==> src/rtl/lfsr_pkg.sv <==
// Shared types, defaults and the XNOR feedback helper for the shift-right LFSR family.
package lfsr_pkg;

    typedef enum logic [0:0] {
        SEARCH = 1'b0,
        LOCKED = 1'b1
    } chk_state_t;

    localparam int WIDTH_DEF      = 4;
    localparam int TAP_A_DEF      = 3;
    localparam int TAP_B_DEF      = 0;
    localparam int LOCK_COUNT_DEF = 8;
    localparam int LOSS_COUNT_DEF = 3;
    localparam int ERRCNT_W       = 16;

    // Widest register lfsr_fb accepts; narrower states are zero-extended by the caller.
    localparam int LFSR_MAX_W = 32;

    function automatic logic lfsr_fb(input logic [LFSR_MAX_W-1:0] state,
                                     input logic [4:0]            tap_a,
                                     input logic [4:0]            tap_b);
        return state[tap_a] ~^ state[tap_b];
    endfunction

endpackage

==> src/rtl/lfsr_seq_checker_predictor.sv <==
// History register, fill counter and next-bit prediction for a shift-right XNOR LFSR stream.
module lfsr_predictor
    import lfsr_pkg::*;
#(
    parameter int WIDTH = WIDTH_DEF,
    parameter int TAP_A = TAP_A_DEF,
    parameter int TAP_B = TAP_B_DEF
) (
    input  logic             Clock,
    input  logic             Reset,
    input  logic             shift_en,
    input  logic             new_bit,
    input  logic             fill_clr,
    output logic [WIDTH-1:0] h,
    output logic             pred,
    output logic             filled
);

    localparam int FILL_W = $clog2(WIDTH + 1);

    logic [FILL_W-1:0] fill_cnt;

    // NOTE: sequential state is written only with non-blocking assignments so every
    // register samples the pre-edge values of its neighbours.
    always_ff @(posedge Clock or negedge Reset) begin
        if (!Reset) begin
            h        <= '0;
            fill_cnt <= '0;
        end else begin
            if (shift_en) begin
                h <= {new_bit, h[WIDTH-1:1]};
            end
            if (fill_clr) begin
                fill_cnt <= '0;
            end else if (shift_en && !filled) begin
                fill_cnt <= fill_cnt + 1'b1;
            end
        end
    end

    assign filled = (fill_cnt == FILL_W'(WIDTH));
    assign pred   = lfsr_fb(LFSR_MAX_W'(h), 5'(TAP_A), 5'(TAP_B));

endmodule

==> config.mk <==
export PLATFORM = sky130hd
export DESIGN_NAME = lfsr_predictor
export DESIGN_NICKNAME = d
export VERILOG_FILES = /design/src/rtl/lfsr_pkg.sv /design/src/rtl/lfsr_seq_checker_predictor.sv
export SDC_FILE = /design/constraint.sdc
export NUM_CORES = 1
export LEC_CHECK = 0
export CAP_MARGIN = 20
export CORE_AREA = 3 3 40 42
export DETAILED_ROUTE_END_ITERATION = 10
export DIE_AREA = 0 0 43 45
export SETUP_SLACK_MARGIN = 0.3
export SLEW_MARGIN = 10
export SYNTH_ARGS = -nofsm -noshare
export SYNTH_HDL_FRONTEND = slang
export SYNTH_SLANG_ARGS = --single-unit
==> constraint.sdc <==
create_clock -name Clock -period 1.39 [get_ports Clock]
set_clock_uncertainty 0.05 [all_clocks]
set_input_delay 0.278 -clock Clock [delete_from_list [all_inputs] [get_ports Clock]]
set_output_delay 0.278 -clock Clock [all_outputs]
set_load 0.02 [all_outputs]
After elaboration in Yosys (flattened, before gate mapping):

Cells that the tools add are included.

* bits in registers: 7
* word-level logic and storage cells: 10
* input bits: 5
* output and inout port bits: 6

* equal/unequal tests: 1
* reduce and logical (&&, ||, !) cells: 3
* bitwise logic cells: 1
* multiplexer cells: 2
* $add $sub $neg: 1

Operators by type and width (count)
* 2-to-1 mux 3 bit: 2
* adder 3 x 1 -> 3 bit (second input constant): 1
* == test 3 bit (second input constant): 1
* nonzero test 2 bit: 1
* logical AND 1 bit: 1
* logical NOT 1 bit: 1
* XNOR 1 bit: 1

Logic depth before layout (Yosys ltp):

Gate-level depths: netlist of the first run.

* depth after elaboration: 5
* depth in mapped cells: 4
* gate-level depth less buffers: 4

Least setup slack after synthesis of the first run:

No wires, ideal clock.

* path type: register -> register
* start: reg fill_cnt[0]
* end: reg fill_cnt[0]
* period minus slack after synthesis: 1.258 ns
* arrival: 1.083 ns
* cell stages (with the launch flop): 5
* library setup time: 0.125 ns
* path slack: 0.132 ns
* buffers on the path: 0
* cell sequence: dfrtp_1 -> inv_1 -> ha_1 -> a21boi_4 -> mux2_4

* cells in the longest elaborated chain, start to end: 4
* elaborated cells on any way between the ends: 7
* classes of those cells: 1 x add/sub; 1 x eq/ne; 2 x mux; 3 x reduce/logical

Ends and longest elaborated chain
* start, declared: line lfsr_seq_checker_predictor.sv:21 `logic [FILL_W-1:0] fill_cnt;`
* start signal, assigned: line lfsr_seq_checker_predictor.sv:36 `fill_cnt <= fill_cnt + 1'b1;`
* branches (longest 4 deep; another with adder 3 x 1 -> 3 bit)

Several ways; the timed one is not identified. The select of a mux whose other input is x is not followed.
A chain may end at the register's enable or synchronous reset.

Final worst setup path of the first run:

* start: reg fill_cnt[1]
* end: out filled

* cells in the longest elaborated chain, start to end: 1

Ends and longest elaborated chain
* == test 3 bit: line lfsr_seq_checker_predictor.sv:41 `assign filled = (fill_cnt == FILL_W'(WIDTH));`
* end, declared: line lfsr_seq_checker_predictor.sv:16 `output logic filled`

No other way between the ends.

==> results of run 1 <==
==> flip-flops by register name, indices dropped and copies added, names as in the netlist <==
signal / count
h: 4
fill_cnt: 3
==> layer usage <==
layer	vias up	share of wire
li1	146	-
met1	144	0.32
met2	5	0.64
met3	2	0.028
met4	0	0.018
met5	-	0
==> report_power, final <==
group	leakage, nW	switching, W	internal [W]
Combinational	0.216	0.000112	0.000172
Clock	0.0150	0.0000773	0.000110
Sequential	0.0864	0.0000232	0.000231
==> how the worst min path moves through the flow <==
stage	from	endpoint	slack [ps]	cells past startpoint
final	Reset	fill_cnt[0]	230	1
after global routing	Reset	fill_cnt[2]	250	1
after CTS	Reset	fill_cnt[0]	230	1
after detailed placement	h[1]	h[1]	480	1
after global placement	h[2]	h[2]	470	1
after floorplan	Reset	fill_cnt[0]	-70	0
==> cells in the mapped netlist <==
| cell type | n | share of area |
|---|---|---|
| dfrtp_1 | 7 | 0.48 |
| mux2i_1 | 1 | 0.027 |
| mux2_2 | 4 | 0.12 |
| a21oi_1 | 1 | 0.014 |
| and2b_2 | 1 | 0.024 |
| a21boi_4 | 1 | 0.051 |
| inv_1 | 2 | 0.020 |
| ha_1 | 2 | 0.068 |
| nor2_1 | 1 | 0.010 |
| xnor2_1 | 1 | 0.024 |
| nor3_1 | 1 | 0.014 |
| nand2b_1 | 2 | 0.034 |
| buf_6 | 1 | 0.031 |
| and4b_1 | 1 | 0.027 |
| and2_1 | 1 | 0.017 |
| mux2_4 | 1 | 0.041 |
==> metrics by stage <==
stage	TNS [ps]	power, W
after detailed placement	-786	0.000482
after global placement	-483	0.000472
after floorplan	0	0.000372
final	-11.6	0.000726
after global routing	-41.2	0.000766
after CTS	-17.6	0.000707
==> cells by family (layout without fill, tap and decap cells) <==
logic type | count (synthesis) | after routing | share of synthesized area
muxes | 6 | 6 | 0.190
xor gates and xnor gates | 1 | 1 | 0.0238
and+or+nand+nor | 7 | 7 | 0.126
buffers and inverters | 3 | 28 | 0.0510
AOI/OAI and AO/OA | 2 | 2 | 0.0646
DFF | 7 | 7 | 0.476
adders and majority gates | 2 | 2 | 0.0680
==> what timing repair did <==
item / 4_1_cts / 5_1_grt
setup endpoints to repair: 13 / 11
gates resized for setup: 43 / 3
setup buffers: 4 / 2
pin swaps: 4 / 3
==> layout make-up <==
cell class / count / area share
clock buffer: 4 / 0.0405
inverter: 2 / 0.0116
multi-input combinational: 18 / 0.326
sequential: 7 / 0.272
tap: 15 / 0.0290
timing repair buffer: 22 / 0.320
==> worst max-delay path: stages (launching register included) <==
cell and delay [ps]:
dfrtp_1 390, inv_2 80, ha_4 120, and2_4 130, buf_6 100
==> metrics.cfg, run 1 <==
[synth]
synthesis.nets = 35
synth-seq-cells = 7
synth.distinct_cells = 16
synth_warnings = 0
synth_cells = 28
syn-cell-area_um2 = 368
seq_area_frac_synth = 0.476
synth_area_per_cell_um2 = 13.1

[sta]
setup_slack_ps = -11.6
hold_viol = 0
rsz0062_at_grt = true
relSlewSlack = 0.795
fmax_mhz = 713
maxSlewViolCount = 0
period_minus_slack_ps = 1400
fin_crit_sh = 1.01
worstMarginPinSlew_ps = 307
setup_viol = 1
fin_hold_ws_ps = 230

[route]
dr.pass1.iters = 1
ant_nets = 0
routed_wl_um = 942
drtIter0Drc = 0
via_per_inst = 4.37
vias = 297
routedWlPerCell_um = 13.9
drc_errors = 0

[die]
ios = 11
die_w_um = 43
dieArea_um2 = 1940
die_y_um = 45
std_cell_rows = 13
start_util = 0.286
core_area_um2 = 1280

[worst_setup_path]
criticalPathCategory = reg -> out
rrSetupSlack_ps = 40
rr_startpoint = fill_cnt[1]
critical_path_required_ps = 1060
cp-start-kind = flop
crit_start = fill_cnt[1]
cp_max_fo = 2
rr_worst_depth = 5
endpoint = filled
crit_arrival_ps = 1070
worstReg2RegEnd = fill_cnt[0]
cp-end-kind = output port

[clock_tree]
clk_latency_ps = 250
htree_levels = 1
cts_buffer_depth = 2
clock_sinks = 7
clk_pin_slew_ps = 50
cts_tree = done
cts_buffers = 3
hold_buffers = 0
cts-root-buf = clkbuf_4

[pwr]
power.leakage_nw = 0.317
p_per_area_nw_per_um2 = 1120
ir_worst_vdd_v = 0.000625

[hold_path]
holdCritPathClass = in -> async

[final_layout]
final_cell_mix = 9 x buf_4, 9 x buf_6, 6 x dfrtp_1
utilization = 0.504
fin_cells = 68
fill_cells = 120
antenna_cells = 0
nets = 61
layout-area-overhead-vs-synth_pct = 76.2
fin_area_um2 = 648
seqCellArea_um2 = 176
multi_input_area_um2 = 211
drive_gt1_frac = 0.679

[placed_design]
post-place-cells = 58
placed_area_um2 = 543
port_buffers = 10
place.gp.congestion = 0.677
post-place-ws_ps = -287
hpwlAfterDp_um = 670

[global_routing]
grt.met1_usage = 0.101
grt_antenna_before_repair = 0
busiest_layer = met2
grt.met2_usage = 0.228
overflow = 0
grt_usage = 0.113
met3_usage = 0.0239
grt_max_degree = 8
grt_first_pass_wirelength_mm = 1.50
grt_pass1_vias = 340

[status]
status = complete, but fails checks
violations = setup timing

[run]
maxCapViolCount = 0

(Power assumes the default switching activity.)
==> run 2: changes to the inputs <==
--- a/config.mk
+++ b/config.mk
@@ -5,7 +5,6 @@
 export SDC_FILE = /design/constraint.sdc
 export NUM_CORES = 1
 export LEC_CHECK = 0
-export CAP_MARGIN = 20
 export CORE_AREA = 3 3 40 42
 export DETAILED_ROUTE_END_ITERATION = 10
 export DIE_AREA = 0 0 43 45
==> results of run 2 <==
Final layout, timing and power as in run 1 (identical DEF).
==> run 3: changes to the inputs <==
--- a/config.mk
+++ b/config.mk
@@ -9,7 +9,7 @@
 export DETAILED_ROUTE_END_ITERATION = 10
 export DIE_AREA = 0 0 43 45
 export SETUP_SLACK_MARGIN = 0.3
-export SLEW_MARGIN = 10
+export SLEW_MARGIN = 15
 export SYNTH_ARGS = -nofsm -noshare
 export SYNTH_HDL_FRONTEND = slang
 export SYNTH_SLANG_ARGS = --single-unit
==> results of run 3 <==
Final layout, timing and power as in run 1 (identical DEF).
